`src/rtl/wb_dcache_victim_ctrl.sv`:
```
// wb_dcache_victim_ctrl
// Control FSM for a write-back data cache backed by a victim buffer.
// It serves LSU read and write requests, swaps lines with the victim buffer,
// writes back dirty lines and refills from memory. It also walks every set
// on a flush request.
//
// Ports
//   clk, rst_n                     clock, synchronous active-low reset
//   lsummu2dcache_req_i/_wr_i      LSU request and direction, held until ack
//   dcache_flush_i                 flush request, held until flush ack
//   dcache2lsummu_ack_o            LSU request done (1-cycle pulse)
//   dcache_flush_ack_o             flush done (1-cycle pulse)
//   cache_hit_i, cache_evict_req_i, v_hit_i
//                                  datapath status, valid one cycle after the RAM read
//   cache_wr_o                     write LSU data into a hit line
//   cache_line_wr_o                write a whole line (refill or victim swap)
//   cache_line_clean_o             clear the dirty bit of the flushed line
//   cache_wrb_req_o                a writeback is in progress
//   v_wr_en_o                      write the evicted line into the victim buffer
//   wr_from_victim_o               line source is the victim buffer
//   flush_active_o                 flush walk in progress
//   evict_index_o                  set index being flushed
//   dcache2mem_req_o/_wr_o, mem2dcache_ack_i
//                                  memory handshake
// Every output comes directly from a flop.
module wb_dcache_victim_ctrl #(
    parameter int DCACHE_IDX_BITS = 7
) (
    input  logic                       clk,
    input  logic                       rst_n,
    input  logic                       lsummu2dcache_req_i,
    input  logic                       lsummu2dcache_wr_i,
    input  logic                       dcache_flush_i,
    output logic                       dcache2lsummu_ack_o,
    output logic                       dcache_flush_ack_o,
    input  logic                       cache_hit_i,
    input  logic                       cache_evict_req_i,
    input  logic                       v_hit_i,
    output logic                       cache_wr_o,
    output logic                       cache_line_wr_o,
    output logic                       cache_line_clean_o,
    output logic                       cache_wrb_req_o,
    output logic                       v_wr_en_o,
    output logic                       wr_from_victim_o,
    output logic                       flush_active_o,
    output logic [DCACHE_IDX_BITS-1:0] evict_index_o,
    output logic                       dcache2mem_req_o,
    output logic                       dcache2mem_wr_o,
    input  logic                       mem2dcache_ack_i
);

    typedef enum logic [3:0] {
        S_IDLE     = 4'd0,
        S_LOOKUP   = 4'd1,
        S_VSWAP    = 4'd2,
        S_WRB      = 4'd3,
        S_ALLOC    = 4'd4,
        S_FL_READ  = 4'd5,
        S_FL_CHECK = 4'd6,
        S_FL_WRB   = 4'd7,
        S_FL_DONE  = 4'd8
    } state_t;

    localparam logic [DCACHE_IDX_BITS-1:0] LAST_IDX = {DCACHE_IDX_BITS{1'b1}};

    state_t                     r_state;
    logic [DCACHE_IDX_BITS-1:0] r_idx;
    logic r_ack, r_flush_ack, r_cache_wr, r_line_wr, r_line_clean, r_wrb_req;
    logic r_v_wr_en, r_from_victim, r_flush_active, r_mem_req, r_mem_wr;

    // Accept an ack only while a request is actually outstanding. This drops
    // stray acks, acks during the post-ack strobe cycle, and late acks after reset.
    logic w_mem_ack;
    logic w_last;
    assign w_mem_ack = mem2dcache_ack_i & r_mem_req;
    assign w_last    = (r_idx == LAST_IDX);

    // Main FSM: state, flush counter and every output register.
    always_ff @(posedge clk) begin
        if (!rst_n) begin
            r_state        <= S_IDLE;
            r_idx          <= '0;
            r_ack          <= 1'b0;
            r_flush_ack    <= 1'b0;
            r_cache_wr     <= 1'b0;
            r_line_wr      <= 1'b0;
            r_line_clean   <= 1'b0;
            r_wrb_req      <= 1'b0;
            r_v_wr_en      <= 1'b0;
            r_from_victim  <= 1'b0;
            r_flush_active <= 1'b0;
            r_mem_req      <= 1'b0;
            r_mem_wr       <= 1'b0;
        end else begin
            // One-cycle strobes fall back to 0 unless a branch re-asserts them.
            r_ack         <= 1'b0;
            r_flush_ack   <= 1'b0;
            r_cache_wr    <= 1'b0;
            r_line_wr     <= 1'b0;
            r_line_clean  <= 1'b0;
            r_v_wr_en     <= 1'b0;
            r_from_victim <= 1'b0;
            case (r_state)
                S_IDLE: begin
                    // Flush has priority. While the ack pulse is high, the LSU
                    // still holds the request it just completed, so ignore it.
                    if (dcache_flush_i) begin
                        r_state        <= S_FL_READ;
                        r_idx          <= '0;
                        r_flush_active <= 1'b1;
                    end else if (lsummu2dcache_req_i && !r_ack) begin
                        r_state <= S_LOOKUP;
                    end else begin
                        r_state <= S_IDLE;
                    end
                end
                S_LOOKUP: begin
                    if (cache_hit_i) begin
                        r_ack      <= 1'b1;
                        r_cache_wr <= lsummu2dcache_wr_i;
                        r_state    <= S_IDLE;
                    end else if (v_hit_i) begin
                        r_from_victim <= 1'b1;
                        r_line_wr     <= 1'b1;
                        r_v_wr_en     <= 1'b1;
                        r_state       <= S_VSWAP;
                    end else if (cache_evict_req_i) begin
                        r_mem_req <= 1'b1;
                        r_mem_wr  <= 1'b1;
                        r_wrb_req <= 1'b1;
                        r_state   <= S_WRB;
                    end else begin
                        // The clean line goes to the victim buffer as the refill starts.
                        r_v_wr_en <= 1'b1;
                        r_mem_req <= 1'b1;
                        r_mem_wr  <= 1'b0;
                        r_state   <= S_ALLOC;
                    end
                end
                S_VSWAP: begin
                    r_state <= S_LOOKUP;
                end
                S_WRB: begin
                    // r_v_wr_en marks the cycle after the ack, when the request has dropped.
                    if (r_v_wr_en) begin
                        r_mem_req <= 1'b1;
                        r_mem_wr  <= 1'b0;
                        r_state   <= S_ALLOC;
                    end else if (w_mem_ack) begin
                        r_mem_req <= 1'b0;
                        r_mem_wr  <= 1'b0;
                        r_wrb_req <= 1'b0;
                        r_v_wr_en <= 1'b1;
                    end else begin
                        r_state <= S_WRB;
                    end
                end
                S_ALLOC: begin
                    if (r_line_wr) begin
                        r_state <= S_LOOKUP;
                    end else if (w_mem_ack) begin
                        r_mem_req <= 1'b0;
                        r_line_wr <= 1'b1;
                    end else begin
                        r_state <= S_ALLOC;
                    end
                end
                S_FL_READ: begin
                    r_state <= S_FL_CHECK;
                end
                S_FL_CHECK: begin
                    if (cache_evict_req_i) begin
                        r_mem_req <= 1'b1;
                        r_mem_wr  <= 1'b1;
                        r_wrb_req <= 1'b1;
                        r_state   <= S_FL_WRB;
                    end else if (w_last) begin
                        r_flush_ack <= 1'b1;
                        r_state     <= S_FL_DONE;
                    end else begin
                        r_idx   <= r_idx + 1'b1;
                        r_state <= S_FL_READ;
                    end
                end
                S_FL_WRB: begin
                    // After the clean strobe, advance exactly like a clean set.
                    if (r_line_clean) begin
                        if (w_last) begin
                            r_flush_ack <= 1'b1;
                            r_state     <= S_FL_DONE;
                        end else begin
                            r_idx   <= r_idx + 1'b1;
                            r_state <= S_FL_READ;
                        end
                    end else if (w_mem_ack) begin
                        r_mem_req    <= 1'b0;
                        r_mem_wr     <= 1'b0;
                        r_wrb_req    <= 1'b0;
                        r_line_clean <= 1'b1;
                    end else begin
                        r_state <= S_FL_WRB;
                    end
                end
                S_FL_DONE: begin
                    r_idx          <= '0;
                    r_flush_active <= 1'b0;
                    r_state        <= S_IDLE;
                end
                default: begin
                    r_idx          <= '0;
                    r_wrb_req      <= 1'b0;
                    r_flush_active <= 1'b0;
                    r_mem_req      <= 1'b0;
                    r_mem_wr       <= 1'b0;
                    r_state        <= S_IDLE;
                end
            endcase
        end
    end

    assign dcache2lsummu_ack_o = r_ack;
    assign dcache_flush_ack_o  = r_flush_ack;
    assign cache_wr_o          = r_cache_wr;
    assign cache_line_wr_o     = r_line_wr;
    assign cache_line_clean_o  = r_line_clean;
    assign cache_wrb_req_o     = r_wrb_req;
    assign v_wr_en_o           = r_v_wr_en;
    assign wr_from_victim_o    = r_from_victim;
    assign flush_active_o      = r_flush_active;
    assign evict_index_o       = r_idx;
    assign dcache2mem_req_o    = r_mem_req;
    assign dcache2mem_wr_o     = r_mem_wr;

endmodule

```
`config.mk`:
```
export PLATFORM = sky130hd
export DESIGN_NAME = wb_dcache_victim_ctrl
export DESIGN_NICKNAME = d
export VERILOG_FILES = /design/src/rtl/wb_dcache_victim_ctrl.sv
export SDC_FILE = /design/constraint.sdc
export NUM_CORES = 1
export LEC_CHECK = 0
export CORE_MARGIN = 2
export CORE_UTILIZATION = 50
export DETAILED_ROUTE_END_ITERATION = 16
export PLACE_DENSITY_LB_ADDON = 0.08
export SLEW_MARGIN = 40
export SYNTH_ARGS = -nofsm -noshare
export SYNTH_HDL_FRONTEND = slang
export SYNTH_SLANG_ARGS = --single-unit
```
`constraint.sdc`:
```
create_clock -name clk -period 2 [get_ports clk]
set_input_delay 0.3 -clock clk [delete_from_list [all_inputs] [get_ports clk]]
set_output_delay 0.3 -clock clk [all_outputs]
set_load 0.02 [all_outputs]
```
# ---- Word-level counts from Yosys, hierarchy flattened
# Index checks and enable logic that the tools add are counted.
dict set report totals {
  mem_bits_rw 0
  regBits 22
  mem_bits_ro 0
  memories 0
  latchBits 0
}
dict set report op_classes {
  bitwise_logic 7
  order_cmp 0
  div 0
  reduce_logical 16
  n_addsub 1
  n_eq_ne 21
  n_mul 0
  n_shift 0
  muxes 58
}
# operator count
set op_table {}
lappend op_table {{2-to-1 mux 1 bit} 33}
lappend op_table {{2-to-1 mux 4 bit} 8}
lappend op_table {{one-hot mux 4 bit (8 select lines)} 1}
lappend op_table {{2-to-1 mux 7 bit} 4}
lappend op_table {{one-hot mux 7 bit (4 select lines)} 1}
lappend op_table {{!= test 2 bit, second input constant} 9}
lappend op_table {{equality test 4 x 3 -> 1 bit, second input constant} 4}
lappend op_table {{2-to-1 mux 3 bit} 4}
lappend op_table {{one-hot mux 1 bit (5 select lines)} 2}
lappend op_table {{AND reduction 5 bit} 2}
lappend op_table {{OR reduction 5 bit} 2}
lappend op_table {{!= test 3 bit, second input constant} 3}
lappend op_table {{equality test 4 x 2 -> 1 bit, second input constant} 2}
lappend op_table {{one-hot mux 1 bit (2 select lines)} 4}
lappend op_table {{adder 7 x 1 -> 7 bit, second input constant} 1}
lappend op_table {{equality test 7 bit, second input constant} 1}
lappend op_table {{OR reduction 7 bit} 1}
lappend op_table {{inverter 1 bit} 6}
lappend op_table {{one-hot mux 1 bit (6 select lines)} 1}
lappend op_table {{AND reduction 3 bit} 2}
lappend op_table {{AND reduction 6 bit} 1}
lappend op_table {{equality test 4 x 1 -> 1 bit, second input constant} 1}
lappend op_table {{equality test 4 bit, second input constant} 1}
lappend op_table {{logical NOT 4 bit} 1}
lappend op_table {{other kinds (7)} 8}

# ---- Depth between registers and ports, before layout
# Gate-level depths: netlist of run 1.
dict set report depth {
  word_depth 5
  mapped_depth 7
  mapped_depth_nobuf 6
}

# ---- Worst setup path before layout of run 1
# No wires, ideal clock.
dict set report synth_path {
  kind {flip-flop to flip-flop}
  start {register r_idx[0] (netlist: evict_index_o[0])}
  end {register r_idx[5] (netlist: evict_index_o[5])}
  path_buffers 0
  path_slack_ps 256
  stages_incl_launch_ff 7
  arrival_ps 1674
  cell_sequence {dfxtp_1 > ha_1 > and3_1 > and4_1 > a21o_1 > or3_1 > a21oi_1}
}
dict set report synth_via {
  elab_chain_cells 4
}
# item line
set synth_rtl {}
lappend synth_rtl {{start, declared} 67} ;# logic [DCACHE_IDX_BITS-1:0] r_idx;
lappend synth_rtl {{start signal, assigned} 181} ;# r_idx <= r_idx + 1'b1;
lappend synth_rtl {{start signal, assigned} 192} ;# r_idx <= r_idx + 1'b1;
lappend synth_rtl {{adder 7 x 1 -> 7 bit / equality test 7 bit (equally long branches)} {181, 192, 76}}
lappend synth_rtl {{2-to-1 mux 7 bit (*)} {177, 188}}
lappend synth_rtl {{2-to-1 mux 7 bit, on equally long branches} {187, 172}}
lappend synth_rtl {{one-hot mux 7 bit (4 select lines) (*)} 103} ;# case (r_state)
# Mark *: on every way between the ends. The rest lies on a longest branch, timed or not. The select of a mux whose other input is x is not followed.
# A chain may end at the register's enable or synchronous reset.

# ---- Worst setup path in the final report of run 1
dict set report layout_path {
  start {register r_state[2]}
  end {register r_idx[5] (netlist: evict_index_o[5])}
}
dict set report layout_via {
  elab_chain_cells 4
}
# item line
set layout_rtl {}
lappend layout_rtl {{start, declared} 66} ;# state_t r_state;
lappend layout_rtl {{start signal, assigned} 81} ;# r_state <= S_IDLE;
lappend layout_rtl {{start signal, assigned} 108} ;# r_state <= S_FL_READ;
lappend layout_rtl {{start signal, assigned} 112} ;# r_state <= S_LOOKUP;
lappend layout_rtl {{equality test 4 x 3 -> 1 bit (tied with other cells)} 103}
lappend layout_rtl {{OR reduction 5 bit (no source line)} -}
lappend layout_rtl {{inverter 1 bit (no source line)} -}
lappend layout_rtl {{AND reduction 4 bit (no source line)} -}
# Several ways; a longest one is shown, not always the timed one.

==> summary by stage, run 1 <==
Status
The run finished with clean final reports.

Hold path
The cell depth of the worst hold path is 2. The tightest min-delay check is of the flop to flop type. The worst hold path begins at flush_active_o. The sink of the worst hold path is flush_active_o.

Power
The power density normalized to cell area is 719.0 nW/um2. The static leakage is 0.6099 nW. The worst IR drop on VDD is 0.4647 mV.

Yosys
The xor and xnor area share after synthesis is 3.472%. The share of flip-flops with an asynchronous set or reset after synthesis is 0%. The average cell area after synthesis is 7.982 um2. The count of flip-flops with a built-in enable after synthesis is 0. The sequential share of the synthesized area is 34.92%. After synthesis, the most frequently instantiated cells are sky130_fd_sc_hd__dfxtp_1 (22), sky130_fd_sc_hd__o21ai_0 (14), sky130_fd_sc_hd__a21oi_1 (12), sky130_fd_sc_hd__nor2_1 (12), sky130_fd_sc_hd__nand2_1 (11).

Summing the areas of all compound-gate instances in the mapped netlist gives 25.30% of the synthesized area. By area the synthesized netlist is led by sky130_fd_sc_hd__dfxtp_1 (35%), sky130_fd_sc_hd__o21ai_0 (5.6%), sky130_fd_sc_hd__a21oi_1 (4.8%). Summing the areas of all and, or, nand and nor instances in the mapped netlist gives 30.06% of the synthesized area.

The summed instance area of the synthesized netlist is 1261 um2. The biggest area contributor in the post-synthesis netlist is sky130_fd_sc_hd__dfxtp_1. The gate count of the mapped netlist is 158. The count of cell types in the netlist is 44. The synthesized net count is 168.

By area, the combinational part of the netlist is dominated by simple AND/OR/NAND/NOR gates. The total number of yosys warnings is 0. Of the post-synthesis cell area, the dominant cell type holds 34.92%. The fraction of the mapped netlist area in adder cells is 0.9921%.

The dominant synthesized flop cell is sky130_fd_sc_hd__dfxtp_1. The most common cell in the synthesized netlist is sky130_fd_sc_hd__dfxtp_1. The register bit count reported by yosys is 22.

The portion of synthesized area spent on multiplexers is 0.8929%.

Placement
At the end of routability-driven placement, the weighted congestion stood at 0.8701. The estimated wirelength of the detail-placed design is 2362 um. The count of buffers inserted at the top-level ports is 26.

Timing analysis after detailed placement gives a worst setup slack of 0.001822 ns.

GRT
The total grt overflow is 0. The busiest layer in global routing is met2. The routing usage on met1 is 34.23%. The largest net degree at the start of global routing is 19.

The via count of the first global-routing pass is 1,177. For this run, global-route usage on met3 was measured as 4.372%. The initial antenna violation count was 0.

In the global route stage, met2 resource usage came out at 37.75%. The first global-routing pass estimated 5306 um of wire. The total routing resource utilization after global routing is 24.58%.

Critical path
For the worst setup path, the data arrival time is 2.12 ns. The worst setup path is captured at a flop. Counting cells, the worst reg-to-reg path comes to 5.

STA classifies the critical path startpoint as a flop. The setup check on the worst reg-to-reg path leaves a slack of 0.13 ns. The required time of the worst setup path is 2.25 ns. The launch point of the worst reg-to-reg path is r_state[2]. The maximum fanout count along the critical path is 9.

In this run the critical register-to-register path is captured at evict_index_o[5]. The worst setup path is of the flop to flop kind.

STA
The transition time at the pin with the least slew margin is 0.4880 ns. The smallest clock period supported by the final layout is computed as 1.874 ns. Clock skew on the completed layout was measured at 0.005681 ns. Setup repair after global routing left no endpoint under its margin.

The hold violation total from the final report is 0. Dividing the final minimum period by the clock period gives 93.70%. The total setup violations reported at the end of the flow is 0. Measured against its own limit, the worst slew margin works out to 66.62%.

The number of max-slew violations in the final report is 0. After routing, the total negative slack on setup checks comes to 0 ns. Across all setup checks in the final design, the least slack found is 0.1261 ns.

For this run, the top clock speed supported by timing is 0.5336 GHz.

Cells and area
The net count reported at finish is 200. The post-route netlist has 10.05% of its cells at a drive strength greater than 1. The filler cells instantiated in the layout total 218.

The area added between synthesis and finish is 28.77%. 0 antenna diodes ended up in the layout.

Drt
After detailed routing, the number of vias per cell comes to 5.986. The first TritonRoute pass finished after 4 iterations. The mean routed wirelength per cell is 15.24 um.

The final routed wirelength across all metal layers is 3337 um. The remaining antenna violation count after routing is 0. The number of DRC markers after the initial detailed-route iteration is 63. In the routed design, unresolved DRC markers number 0. For this block, the via count after detailed routing is 1,311.

Floorplan
The initial cell density of the core is 51.85%. The horizontal die dimension is 54.23 um. The number of rows created at floorplan is 18.

27 I/O pins were placed. The area of the core is 2432 um2. The die is 54.23 um tall. The die area is 2940 um2.

Clock tree
Buffers inserted during clock tree synthesis total 3. Clock-pin slew was measured on the worst setup and hold paths at 0.13 ns. The cell at the root of the clock tree is sky130_fd_sc_hd__clkbuf_4. Counting every sink on the clock net gives 22. The level count of the clock H-tree is 1. The clock passes through at most 2 buffers. The number of hold buffers added after CTS was 0. The source-to-sink clock delay at the later pin of the worst-skew pair is 0.31 ns. The clock tree from TritonCTS is done.

Flow run
The reported max-cap violation count is 0.
[cell type report]
class | count | area (um2) | area share, %
Multi-Input combinational cell | 124 | 765.7 | 47.15
Sequential cell | 22 | 441.7 | 27.20
Timing Repair Buffer | 35 | 327.8 | 20.18
Tap cell | 30 | 37.54 | 2.311
Clock buffer | 4 | 36.28 | 2.234
Inverter | 4 | 15.01 | 0.9245
[cell usage in the layout (no fill, tap or decap), types with 2 or more instances in the layout]
master                            Yosys  final
sky130_fd_sc_hd__and3_1               8      8
sky130_fd_sc_hd__nor3_1               5      5
sky130_fd_sc_hd__nand4_1              2      2
sky130_fd_sc_hd__inv_1                3      3
sky130_fd_sc_hd__dfxtp_1             22     21
sky130_fd_sc_hd__clkbuf_4             0      3
sky130_fd_sc_hd__a21oi_1             12     12
sky130_fd_sc_hd__nor2b_1              7      7
sky130_fd_sc_hd__a21o_1               3      3
sky130_fd_sc_hd__a2111oi_0            2      2
sky130_fd_sc_hd__a31oi_1              2      2
sky130_fd_sc_hd__nand2_1             11     11
sky130_fd_sc_hd__and3b_1              2      2
sky130_fd_sc_hd__a211oi_1             3      3
sky130_fd_sc_hd__nand2b_1             5      5
sky130_fd_sc_hd__nor4_1               3      3
sky130_fd_sc_hd__buf_4                0      9
sky130_fd_sc_hd__and2_1               3      3
sky130_fd_sc_hd__o22ai_1              3      3
sky130_fd_sc_hd__o31a_1               2      2
sky130_fd_sc_hd__clkdlybuf4s50_1      0     26
sky130_fd_sc_hd__o21ai_0             14     14
sky130_fd_sc_hd__xnor2_1              5      5
sky130_fd_sc_hd__nor2_1              12     12
sky130_fd_sc_hd__nand3_1              2      2
[registers in the layout, indices dropped and copies added (netlist names)]
register             flops
cache_line_clean_o       1
cache_line_wr_o          1
cache_wr_o               1
cache_wrb_req_o          1
dcache2lsummu_ack_o      1
dcache2mem_req_o         1
dcache2mem_wr_o          1
dcache_flush_ack_o       1
evict_index_o            7
flush_active_o           1
r_state                  4
v_wr_en_o                1
wr_from_victim_o         1
[stage by stage]
step / power (mW) / instance area, um2 / hold slack, ns / utilization [%] / cells
final: 1.168 / 1624 / 0.4885 / 66.77 / 219
after global routing: 1.220 / 1624 / 0.5144 / 66.77 / 219
after CTS: 1.158 / 1623 / 0.4921 / 66.72 / 219
after global placement: 0.9049 / 1587 / 0.4557 / 65.23 / 215
after floorplan: 0.7754 / 1261 / 0.4217 / - / 158
after detailed placement: 0.9096 / 1587 / 0.4616 / 65.23 / 215
[worst max-delay path: stages (launching register included)]
cell and delay [ns]:
sky130_fd_sc_hd__dfxtp_1 0.56, sky130_fd_sc_hd__nand2_1 0.14, sky130_fd_sc_hd__or3_4 0.44, sky130_fd_sc_hd__a21o_1 0.19, sky130_fd_sc_hd__or3_1 0.35, sky130_fd_sc_hd__a21oi_1 0.14
[how the worst max path moves through the flow]
| stage | startpoint | slack (ns) | endpoint | cells after the start |
|---|---|---|---|---|
| 6_report | r_state[2] | 0.13 | evict_index_o[5] | 5 |
| 5_1_grt | r_state[2] | 0.05 | dcache2mem_wr_o | 6 |
| 4_1_cts | r_state[0] | 0.15 | evict_index_o[5] | 5 |
| 3_5_place_dp | cache_evict_req_i | 0.002 | evict_index_o[5] | 6 |
| 3_3_place_gp | cache_evict_req_i | 0.02 | evict_index_o[5] | 6 |
| 2_1_floorplan | evict_index_o[0] | 0.26 | evict_index_o[5] | 6 |
[layer usage]
| metal | up-vias | wire [um] |
|---|---|---|
| li1 | 643 | - |
| met1 | 592 | 1434 |
| met2 | 66 | 1552 |
| met3 | 10 | 276 |
| met4 | 0 | 74 |
| met5 | - | 0 |
[cells by family after synthesis]
family | Yosys count
compound gates | 50
buf+inv | 12
mux | 1
flops | 22
simple gates | 67
fa+ha+maj | 1
xor+xnor | 5
[power by group]
group / switching [mW] / total [mW] / internal, mW
Sequential: 0.0479 / 0.514 / 0.467
Combinational: 0.217 / 0.404 / 0.187
Clock: 0.138 / 0.249 / 0.111
[what timing repair did]
| action | in CTS | in global routing |
|---|---|---|
| endpoints found under the setup margin | 0 | 1 |
| resized for setup | 0 | 1 |
| hold endpoints to repair | 0 | 0 |
| buffers inserted | 0 | 0 |
Note: power is estimated with default switching activity, not from simulation.
==> inputs of run 2 (changes only) <==
--- a/config.mk
+++ b/config.mk
@@ -8,6 +8,7 @@
 export CORE_MARGIN = 2
 export CORE_UTILIZATION = 50
 export DETAILED_ROUTE_END_ITERATION = 16
+export GPL_ROUTABILITY_DRIVEN = 0
 export PLACE_DENSITY_LB_ADDON = 0.08
 export SLEW_MARGIN = 40
 export SYNTH_ARGS = -nofsm -noshare
==> results of run 2 <==
No change in the layout: final DEF, timing and power equal those of run 1.
